==> config.mk <==
export PLATFORM = sky130hd
export DESIGN_NAME = id_ex_stage
export DESIGN_NICKNAME = d
export VERILOG_FILES = /design/src/rtl/id_ex_stage.sv
export SDC_FILE = /design/constraint.sdc
export NUM_CORES = 1
export LEC_CHECK = 0
export CORE_MARGIN = 5
export CORE_UTILIZATION = 41
export CTS_BUF_LIST = sky130_fd_sc_hd__clkbuf_8
export CTS_CLUSTER_SIZE = 12
export DETAILED_ROUTE_END_ITERATION = 8
export HOLD_SLACK_MARGIN = 0.08
export PLACE_DENSITY = 0.94
export SLEW_MARGIN = 20
export SYNTH_ARGS = -nofsm -noshare
export SYNTH_HDL_FRONTEND = slang
export SYNTH_SLANG_ARGS = --single-unit
==> constraint.sdc <==
create_clock -name clk -period 9.5 [get_ports clk]
set_clock_uncertainty 0.1 [all_clocks]
set_input_delay 1.9 -clock clk [delete_from_list [all_inputs] [get_ports clk]]
set_output_delay 1.9 -clock clk [all_outputs]
set_load 0.02 [all_outputs]
==> src/rtl/id_ex_stage.sv <==
// ID/EX pipeline register for the five-stage RV32I core.
// Latches operands, immediate and decoded control from ID into EX, detects
// load-use hazards against the instruction currently in EX, inserts a single
// bubble per hazard, honours branch flush, and counts hazard bubbles.
module id_ex_stage #(
  parameter int XLEN  = 32,
  parameter int CNT_W = 32
) (
  input  logic            clk,
  input  logic            rst,
  input  logic            id_valid,
  input  logic [XLEN-1:0] id_pc,
  input  logic [4:0]      id_rs1,
  input  logic [4:0]      id_rs2,
  input  logic [4:0]      id_rd,
  input  logic            id_use_rs1,
  input  logic            id_use_rs2,
  input  logic [XLEN-1:0] id_r1_data,
  input  logic [XLEN-1:0] id_r2_data,
  input  logic [XLEN-1:0] id_imm,
  input  logic [3:0]      id_alu_op,
  input  logic            id_alu_src,
  input  logic            id_mem_rd,
  input  logic            id_mem_wr,
  input  logic            id_reg_wr,
  input  logic [1:0]      id_wb_sel,
  input  logic [2:0]      id_funct3,
  input  logic            flush,
  output logic            stall,
  output logic            ex_valid,
  output logic [XLEN-1:0] ex_pc,
  output logic [4:0]      ex_rs1,
  output logic [4:0]      ex_rs2,
  output logic [4:0]      ex_rd,
  output logic [XLEN-1:0] ex_r1_data,
  output logic [XLEN-1:0] ex_r2_data,
  output logic [XLEN-1:0] ex_imm,
  output logic [3:0]      ex_alu_op,
  output logic            ex_alu_src,
  output logic            ex_mem_rd,
  output logic            ex_mem_wr,
  output logic            ex_reg_wr,
  output logic [1:0]      ex_wb_sel,
  output logic [2:0]      ex_funct3,
  output logic [CNT_W-1:0] bubble_cnt
);

  localparam logic [CNT_W-1:0] CNT_MAX = {CNT_W{1'b1}};
  localparam logic [CNT_W-1:0] CNT_ONE = {{(CNT_W-1){1'b0}}, 1'b1};

  logic            ex_valid_q,   ex_valid_d;
  logic [XLEN-1:0] ex_pc_q,      ex_pc_d;
  logic [4:0]      ex_rs1_q,     ex_rs1_d;
  logic [4:0]      ex_rs2_q,     ex_rs2_d;
  logic [4:0]      ex_rd_q,      ex_rd_d;
  logic [XLEN-1:0] ex_r1_data_q, ex_r1_data_d;
  logic [XLEN-1:0] ex_r2_data_q, ex_r2_data_d;
  logic [XLEN-1:0] ex_imm_q,     ex_imm_d;
  logic [3:0]      ex_alu_op_q,  ex_alu_op_d;
  logic            ex_alu_src_q, ex_alu_src_d;
  logic            ex_mem_rd_q,  ex_mem_rd_d;
  logic            ex_mem_wr_q,  ex_mem_wr_d;
  logic            ex_reg_wr_q,  ex_reg_wr_d;
  logic [1:0]      ex_wb_sel_q,  ex_wb_sel_d;
  logic [2:0]      ex_funct3_q,  ex_funct3_d;
  logic [CNT_W-1:0] bubble_cnt_q, bubble_cnt_d;

  logic hit_rs1_s;
  logic hit_rs2_s;
  logic stall_s;

  // Load-use hazard: a load in EX writes a register the ID instruction reads.
  always_comb begin
    hit_rs1_s = id_use_rs1 & (id_rs1 == ex_rd_q);
    hit_rs2_s = id_use_rs2 & (id_rs2 == ex_rd_q);
    stall_s   = id_valid & ex_valid_q & ex_mem_rd_q & (ex_rd_q != 5'd0)
              & (hit_rs1_s | hit_rs2_s);
  end

  // Next EX contents: flush beats stall; both load a bubble, only stall counts.
  always_comb begin
    ex_valid_d   = 1'b0;
    ex_pc_d      = {XLEN{1'b0}};
    ex_rs1_d     = 5'd0;
    ex_rs2_d     = 5'd0;
    ex_rd_d      = 5'd0;
    ex_r1_data_d = {XLEN{1'b0}};
    ex_r2_data_d = {XLEN{1'b0}};
    ex_imm_d     = {XLEN{1'b0}};
    ex_alu_op_d  = 4'd0;
    ex_alu_src_d = 1'b0;
    ex_mem_rd_d  = 1'b0;
    ex_mem_wr_d  = 1'b0;
    ex_reg_wr_d  = 1'b0;
    ex_wb_sel_d  = 2'd0;
    ex_funct3_d  = 3'd0;
    bubble_cnt_d = bubble_cnt_q;
    if (flush) begin
      bubble_cnt_d = bubble_cnt_q;
    end else if (stall_s) begin
      if (bubble_cnt_q != CNT_MAX) begin
        bubble_cnt_d = bubble_cnt_q + CNT_ONE;
      end else begin
        bubble_cnt_d = bubble_cnt_q;
      end
    end else begin
      // Data, indices and PC follow ID regardless of validity; control is
      // gated so an empty slot can never cause a side effect in EX/MEM/WB.
      ex_valid_d   = id_valid;
      ex_pc_d      = id_pc;
      ex_rs1_d     = id_rs1;
      ex_rs2_d     = id_rs2;
      ex_rd_d      = id_rd;
      ex_r1_data_d = id_r1_data;
      ex_r2_data_d = id_r2_data;
      ex_imm_d     = id_imm;
      if (id_valid) begin
        ex_alu_op_d  = id_alu_op;
        ex_alu_src_d = id_alu_src;
        ex_mem_rd_d  = id_mem_rd;
        ex_mem_wr_d  = id_mem_wr;
        ex_reg_wr_d  = id_reg_wr & (id_rd != 5'd0);
        ex_wb_sel_d  = id_wb_sel;
        ex_funct3_d  = id_funct3;
      end else begin
        ex_alu_op_d  = 4'd0;
        ex_alu_src_d = 1'b0;
        ex_mem_rd_d  = 1'b0;
        ex_mem_wr_d  = 1'b0;
        ex_reg_wr_d  = 1'b0;
        ex_wb_sel_d  = 2'd0;
        ex_funct3_d  = 3'd0;
      end
    end
  end

  // Pipeline register and bubble counter, cleared asynchronously by rst.
  always_ff @(posedge clk or posedge rst) begin
    if (rst) begin
      ex_valid_q   <= 1'b0;
      ex_pc_q      <= {XLEN{1'b0}};
      ex_rs1_q     <= 5'd0;
      ex_rs2_q     <= 5'd0;
      ex_rd_q      <= 5'd0;
      ex_r1_data_q <= {XLEN{1'b0}};
      ex_r2_data_q <= {XLEN{1'b0}};
      ex_imm_q     <= {XLEN{1'b0}};
      ex_alu_op_q  <= 4'd0;
      ex_alu_src_q <= 1'b0;
      ex_mem_rd_q  <= 1'b0;
      ex_mem_wr_q  <= 1'b0;
      ex_reg_wr_q  <= 1'b0;
      ex_wb_sel_q  <= 2'd0;
      ex_funct3_q  <= 3'd0;
      bubble_cnt_q <= {CNT_W{1'b0}};
    end else begin
      ex_valid_q   <= ex_valid_d;
      ex_pc_q      <= ex_pc_d;
      ex_rs1_q     <= ex_rs1_d;
      ex_rs2_q     <= ex_rs2_d;
      ex_rd_q      <= ex_rd_d;
      ex_r1_data_q <= ex_r1_data_d;
      ex_r2_data_q <= ex_r2_data_d;
      ex_imm_q     <= ex_imm_d;
      ex_alu_op_q  <= ex_alu_op_d;
      ex_alu_src_q <= ex_alu_src_d;
      ex_mem_rd_q  <= ex_mem_rd_d;
      ex_mem_wr_q  <= ex_mem_wr_d;
      ex_reg_wr_q  <= ex_reg_wr_d;
      ex_wb_sel_q  <= ex_wb_sel_d;
      ex_funct3_q  <= ex_funct3_d;
      bubble_cnt_q <= bubble_cnt_d;
    end
  end

  assign stall      = stall_s;
  assign ex_valid   = ex_valid_q;
  assign ex_pc      = ex_pc_q;
  assign ex_rs1     = ex_rs1_q;
  assign ex_rs2     = ex_rs2_q;
  assign ex_rd      = ex_rd_q;
  assign ex_r1_data = ex_r1_data_q;
  assign ex_r2_data = ex_r2_data_q;
  assign ex_imm     = ex_imm_q;
  assign ex_alu_op  = ex_alu_op_q;
  assign ex_alu_src = ex_alu_src_q;
  assign ex_mem_rd  = ex_mem_rd_q;
  assign ex_mem_wr  = ex_mem_wr_q;
  assign ex_reg_wr  = ex_reg_wr_q;
  assign ex_wb_sel  = ex_wb_sel_q;
  assign ex_funct3  = ex_funct3_q;
  assign bubble_cnt = bubble_cnt_q;

endmodule

# Word-level counts from Yosys, hierarchy flattened
# Index checks and enable logic that the tools add are counted.
# W data, S select, Z words.
# classes
addsub	1
mul	0
n_div	0
order_cmp	0
eq_ne	3
shift	0
n_mux	37
bitwise_logic	9
n_reduce_logical	3
# ops
operator	count
$mux W32	8
$add A32 B1 Y32 const B	1
$ne A32 B32 Y1 const B	1
$mux W5	6
$mux W1	14
$mux W4	3
$eq A5 B5 Y1	2
$reduce_bool A5 Y1	2
$mux W3	3
$and A1 B1 Y1	7
$mux W2	3
$reduce_and A3 Y1	1
$not A1 Y1	1
$or A1 B1 Y1	1
# word_totals
ff_bits	189
latch_bits	0
ram_bits	0
romBits	0
input_bits	162
memories	0

# Depth between registers and ports, before layout
# Gate-level depths: netlist of the first run.
# depth
ltp_word	6
mapped_depth	8
depth_no_buf	7

# Least setup slack after synthesis of the first run
# OpenSTA, ideal clock, no wires.
# synth_timing
path_kind	input to output
startpoint	in id_rs2[0]
endpoint	out stall
arrival_ns	2.650
required_ns	7.500
slack_ns	4.850
path_stages	4
path_buffers	0
cell_sequence	xnor2_1 -> nand4_1 -> o22ai_2 -> and2_2
# synth_via
elab_chain_len	4
# synth_rtl
element	line	rtl
start: declaration	14	input logic [4:0] id_rs2,
$eq A5 B5 Y1	75	hit_rs2_s = id_use_rs2 & (id_rs2 == ex_rd_q);
$and A1 B1 Y1	75	
$or A1 B1 Y1	77	& (hit_rs1_s | hit_rs2_s);
$and A1 B1 Y1	77	
end: declaration	29	output logic stall,
# Every way passes these cells.

# Final worst setup path of the first run
# layout_timing
startpoint	in id_rs1[4]
endpoint	out stall
# layout_via
elab_chain_len	4
# layout_rtl
element	line	rtl
start: declaration	13	input logic [4:0] id_rs1,
$eq A5 B5 Y1	74	hit_rs1_s = id_use_rs1 & (id_rs1 == ex_rd_q);
$and A1 B1 Y1	74	
$or A1 B1 Y1	77	
$and A1 B1 Y1	77	
# Every way passes these cells.

==> impl_results.md, run 1 <==
* Status: finished clean
* Period utilisation layout at 0.620
* Multi-input gate area at 0.00190 mm²
* Crit path max-delay family: buffers and inverters
* Unrepaired setup endpoints after global routing: no
* Worst slew pin tran at 0.890 ns
* Post-route cell area at 0.0109 mm²
* Total Wirelength at 21.0 mm
* Adder-Cell Fraction of Synth Area at 0.00186
* Vias in the first global route at 5504
* Critical Path Stages at 6
* Top cells by area, synth: dfrtp_1 70%, and2_1 14%, xor2_1 3.1%
* Synth Instances at 506
* Core area at 0.0160 mm²
* Post-cts sizing count at 0
* Comb pwr share at 0.149
* Avg WL per Cell at 19.3 µm
* Most instantiated cells after synthesis: 189 x dfrtp_1, 146 x and2_1, 24 x xor2_1
* Final hold violations at 0
* Total Routing Usage GR at 0.219
* Fillers at 1121
* Top Ports at 352
* Register area share after synthesis at 0.702
* Hold Crit Class: reg2reg
* Place WS at 3.61 ns
* Clk pwr share at 0.332
* Max_cap viols at 0
* Worst EP required at 7.50 ns
* Syn avg cell area at 13.3 µm²
* Syn Std Cell Area at 0.00674 mm²
* Most frequent cell after synthesis: dfrtp_1
* CTS Hold Buffers Added at 0
* #FFs+latches synth at 189
* Initial Utilization at 0.421
* Final Max Tran Viols at 0
* Maximum vdd drop at 0.0962 mV
* Fin crit period at 5.89 ns
* Standard-cell rows at 46
* Clk root buf: clkbuf_8
* H-tree depth at 4
* P_int at 1.22 mW
* Vert. Die Dim at 138 µm
* Placed cell areas at 0.0104 mm²
* Final #Nets at 1023
* Area share of the largest cell type after synthesis at 0.702
* Largest stage delay on the critical path at 0.60 ns
* First-pass GRT wire length at 32.2 mm
* Final ANT Viol Nets at 0
* Max_slew headroom at 0.407
* Min-Delay Path Depth at 1
* Initial antenna violation count at 2
* Chip Width at 138 µm
* Post-CTS Setup Inserts at 0
* Synth Area in Compound Gates at 0.00909
* Area Overhead vs Synth at 61.4%
* Top FF cell, synth: dfrtp_1
* Critical Path Sink Type: output port
* Worst reg-to-reg path cell count at 7
* Setup crit start kind: primary input
* CP dominant cell by count: clkdlybuf4s50_1
* Largest net degree at the start of global routing at 143
* Syn nets at 669
* PnR worst setup slack at 3.61 ns
* Post-Synth XOR/XNOR Area at 0.0520
* DIE AREA at 0.0191 mm²
* Clock sinks at 189
* TNS Setup at 0 ns
* P per Cell Area at 150 mW/mm²
* Arr. time, crit path at 3.89 ns
* Gp weighted congestion at 0.890
* DR iter-0 viols at 277
* Via count at 5052
* Layout cells sized above 1 at 0.0550
* Synth Warn # at 0
* CP Max Fanout at 6
* Seq pwr share at 0.519
* FF+latch area at 0.00473 mm²
* CTS tree: yes
* Main combinational cell family by area after synthesis: simple AND/OR/NAND/NOR gates
* TritonCTS buffer count at 17
* CTS max path bufs at 2
* Slowest stage cell, crit path: clkdlybuf4s50_1
* Reg clk slew, reported paths at 0.10 ns
* Cells along the critical path: clkdlybuf4s50_1 > xnor2_1 > nand4_1 > o22ai_2 > and2_2 > clkdlybuf4s50_1
* EDFF count, synth at 0
* Synth area leader: dfrtp_1
* Ys async rst share at 1.00
* Worst Path Buf+Inv at 2
* Final Setup Violations at 0
* Switch share at 0.254
* Grt ovf at 0
* Via-to-Cell Ratio at 4.63
* Remaining DRCs at 0
* Post-DP HPWL at 16.3 mm
* Simple-gate portion of the synthesized area at 0.214
* Max Freq at 0.170 GHz
* NetSw at 0.415 mW
* Mux contribution to synthesized area at 0.00334
* Clk_lat worst skew at 0.44 ns
* P_leak at 4.87 nW
* Synth unique cells at 33
* Setup CP Type: in2out
* Pre-antenna DRT Iters at 4
* Port bufs at 351
==> final cells by class <==
type / instances / share of cell area
multi-input combinational: 294 / 0.174
timing repair buffer: 354 / 0.327
tap: 216 / 0.0248
clock buffer: 18 / 0.0228
clock inverter: 14 / 0.0143
inverter: 4 / 0.00207
antenna: 1 / 0.000230
sequential: 189 / 0.435
==> routing by layer <==
| layer | track usage | part of all wire | routed length, µm | up-vias |
|---|---|---|---|---|
| li1 | - | - | - | 2323 |
| met5 | 0 | 0.00062 | 13 | - |
| met2 | 0.394 | 0.52 | 11000 | 230 |
| met1 | 0.221 | 0.35 | 7250 | 2448 |
| met3 | 0.0966 | 0.097 | 2030 | 49 |
| met4 | 0.0900 | 0.034 | 709 | 2 |
==> kinds of logic (layout without fill, tap and decap cells) <==
logic type	after synthesis	count (layout)
adders and majority gates	1	1
DFF	189	189
xor gates and xnor gates	40	40
muxes	2	2
and+or+nand+nor	245	245
other	0	1
buffers and inverters	23	390
AOI/OAI and AO/OA	6	6
==> power groups by stage <==
stage | Sequential [mW] | Combinational, mW | Clock (mW)
finish | 0.848 | 0.243 | 0.543
global route | 0.852 | 0.259 | 0.590
CTS | 0.848 | 0.246 | 0.562
detailed placement | 0.864 | 0.244 | 0
global placement | 0.862 | 0.238 | 0
floorplan | 0.907 | 0.0471 | 0
==> metrics by stage <==
stage	hold slack, ns	util	total power [mW]	instances
floorplan	0.489	-	0.954	506
global placement	0.374	0.653	1.10	1056
detailed placement	0.379	0.653	1.11	1056
CTS	0.393	0.678	1.66	1088
global route	0.423	0.680	1.70	1090
finish	0.387	0.680	1.63	1090
==> placed cells by master, fill, tap and decap left out, drive strengths merged, types with 2 or more instances in the layout <==
master	n
nor2	15
and4	3
nor3	14
buf	3
nor4b	3
nand3	12
dfrtp	189
bufinv	2
and3	17
mux2	2
inv	13
nand4	7
nand2	22
clkbuf	18
xor2	24
and2	148
xnor2	16
clkinv	2
clkdlybuf4s50	351
==> sequential cells by signal (all words and copies together) (netlist names) <==
name,cells
ex_valid,1
ex_r2_data,32
ex_pc,32
ex_mem_rd,1
ex_rs1,5
bubble_cnt,32
ex_funct3,3
ex_alu_op,4
ex_imm,32
ex_rs2,5
ex_mem_wr,1
ex_r1_data,32
ex_reg_wr,1
ex_alu_src,1
ex_rd,5
ex_wb_sel,2
==> final timing paths <==
path | startpoint | endpoint | slack [ns]
max in group asynchronous | rst | ex_alu_op[1] | 6.12
max reg2reg | ex_rd[3] | ex_imm[7] | 6.69
min in group asynchronous | rst | ex_imm[15] | 1.89
max | id_rs1[4] | stall | 3.61
min | bubble_cnt[29] | bubble_cnt[29] | 0.39
min reg2reg | bubble_cnt[29] | bubble_cnt[29] | 0.39
Note: power is estimated with default switching activity, not from simulation.
==> run 2, diff against run 1 <==
==> constraint.sdc (replaced) <==
create_clock -name clk -period 5.7 [get_ports clk]
set_clock_uncertainty 0.1 [all_clocks]
set_input_delay 1.14 -clock clk [delete_from_list [all_inputs] [get_ports clk]]
set_output_delay 1.14 -clock clk [all_outputs]
set_load 0.02 [all_outputs]
==> run 2 against run 1 <==
Effect of this change: hold slack gained 0.011 ns; critical path depth is the same; flip-flop and latch count is the same; worst setup slack lost 2.3 ns; global-route usage grew 0.12 points; clock power grew 55%; critical endpoint unchanged; highest routed layer unchanged; sequential power grew 66%; wire length grew 0.69%; count of clock-buffer cells in the layout shrank 1; final cell count is the same; non-clock buffer count is the same; sequential share of layout area is essentially flat.
==> impl_results.md, run 2 (synthesis results as in run 1) <==
* Worst slew pin tran at 0.686 ns (-0.204 ns)
* CTS max path bufs at 2 (unchanged)
* Reg clk slew, reported paths at 0.10 ns (about the same)
* Via count at 5064 (+0.24%)
* DIE AREA at 0.0191 mm² (unchanged)
* Pre-antenna DRT Iters at 5 (+1)
* Final hold violations at 0 (unchanged)
* CP Max Fanout at 6 (unchanged)
* Post-DP HPWL at 16.2 mm (-0.77%)
* Critical Path Sink Type: output port
* Worst EP required at 4.46 ns (-3.04 ns)
* CTS tree: yes
* Final Setup Violations at 0 (unchanged)
* Arr. time, crit path at 3.11 ns (-0.78 ns)
* Port bufs at 351 (unchanged)
* Status: finished clean
* Cells along the critical path: clkdlybuf4s50_1 > xnor2_1 > nand4_1 > o22ai_2 > and2_2 > clkdlybuf4s50_1
* Grt ovf at 0 (unchanged)
* Total Routing Usage GR at 0.220 (+0.00122)
* Crit path max-delay family: buffers and inverters
* Fin crit period at 4.35 ns
* Maximum vdd drop at 0.220 mV (+130%)
* Setup CP Type: in2out
* Most frequent cells in the layout: 351 x clkdlybuf4s50_1, 189 x dfrtp_1, 146 x and2_1
* Avg WL per Cell at 19.4 µm (+0.69%)
* Most common cell after layout, fill and taps aside: clkdlybuf4s50_1
* Remaining DRCs at 0 (unchanged)
* Unrepaired setup endpoints after global routing: no
* Final #Nets at 1023 (unchanged)
* CP dominant cell by count: clkdlybuf4s50_1
* Chip Width at 138 µm (unchanged)
* Period utilisation layout at 0.762
* Initial Utilization at 0.421 (unchanged)
* Post-route cell area at 0.0109 mm² (-0.10%)
* TNS Setup at 0 ns (unchanged)
* P_leak at 4.86 nW (-0.37%)
* Final ANT Viol Nets at 0 (unchanged)
* Largest net degree at the start of global routing at 190 (+33%)
* Hold Crit Class: reg2reg
* Initial antenna violation count at 3 (+1)
* Clock sinks at 189 (unchanged)
* Final Max Tran Viols at 0 (unchanged)
* Area Overhead vs Synth at 61.2%
* CTS Hold Buffers Added at 0 (unchanged)
* Post-CTS Setup Inserts at 0 (unchanged)
* Vias in the first global route at 5480 (-0.44%)
* Power Total at 2.66 mW (+63%)
* Layout cells sized above 1 at 0.0550 (unchanged)
* H-tree depth at 4 (unchanged)
* First-pass GRT wire length at 32.2 mm (about the same)
* Vert. Die Dim at 138 µm (unchanged)
* Clk root buf: clkbuf_8
* Via-to-Cell Ratio at 4.65 (+0.24%)
* Gp weighted congestion at 0.878 (-1.3%)
* Clk_lat worst skew at 0.44 ns (about the same)
* Placed cell areas at 0.0105 mm² (+0.20%)
* Max Freq at 0.230 GHz
* Max_slew headroom at 0.542 (+0.136)
* DR iter-0 viols at 195 (-30%)
* Setup crit start kind: primary input
* Largest stage delay on the critical path at 0.61 ns (about the same)
* Max_cap viols at 0 (unchanged)
* Total Wirelength at 21.1 mm (+0.69%)
* TritonCTS buffer count at 17 (unchanged)
* Worst Path Buf+Inv at 2 (unchanged)
* P per Cell Area at 245 mW/mm² (+63%)
* Standard-cell rows at 46 (unchanged)
* Slowest stage cell, crit path: clkdlybuf4s50_1
* Top Ports at 352 (unchanged)
* Core area at 0.0160 mm² (unchanged)
* Post-cts sizing count at 0 (unchanged)
-- run 2: cell count changes in the layout (fill, tap and decap cells not counted), sizes merged --
cell | previous run | this run
clkinvlp | 1 | 4
inv | 13 | 12
clkbuf | 18 | 17
bufinv | 2 | 1
-- run 2: worst paths after layout --
kind	start	end	slack [ns]	cells after the start
max in group asynchronous	rst	ex_r1_data[25]	3.52	4
worst max-delay path	id_rs2[4]	stall	1.35	6
worst min-delay path	bubble_cnt[29]	bubble_cnt[29]	0.40	1
min in group asynchronous	rst	ex_imm[8]	1.01	3
worst max register to register	ex_rd[0]	ex_reg_wr	2.84	7
worst min register to register	bubble_cnt[29]	bubble_cnt[29]	0.40	1
-- run 2: report_power, final --
part	total (mW)	internal, mW	switching, mW
registers	1.41	1.39	0.0202
clock network	0.843	0.354	0.489
logic	0.407	0.226	0.181
-- run 2: stage by stage --
| stage | std cells | worst slack [ns] | util | hold slack, ns |
|---|---|---|---|---|
| 5_1_grt | 1090 | 1.26 | 0.679 | 0.418 |
| 6_report | 1090 | 1.35 | 0.679 | 0.398 |
| 3_5_place_dp | 1056 | 1.36 | 0.654 | 0.382 |
| 2_1_floorplan | 506 | 2.03 | - | 0.489 |
| 3_3_place_gp | 1056 | 1.41 | 0.654 | 0.373 |
| 4_1_cts | 1088 | 1.35 | 0.677 | 0.397 |
-- run 2: worst register-to-register path, cell delays in order, from the launching register on --
cell and delay, ns:
dfrtp_1 0.45, or4_1 0.56, o2111ai_2 0.22, inv_1 0.11
a21oi_4 0.56, buf_12 0.39, and2_4 0.25, o311a_2 0.17
-- run 2: metal layers --
metal / GRT usage / up-vias / wire length, µm
met5: 0 / - / 34
met4: 0.0832 / 4 / 646
met3: 0.0990 / 44 / 2030
met2: 0.380 / 241 / 10800
met1: 0.239 / 2456 / 7660
li1: - / 2319 / -
-- run 2: layout make-up --
cell class / instances / area [µm²]
inverters: 4 / 18.8
clock buffers: 17 / 234
repair buffers: 354 / 3580
well taps: 216 / 270
fillers: 1141 / 5130
clock inverters: 15 / 136
multi-input cells: 294 / 1900
flip-flops and latches: 189 / 4730
diodes: 1 / 2.50
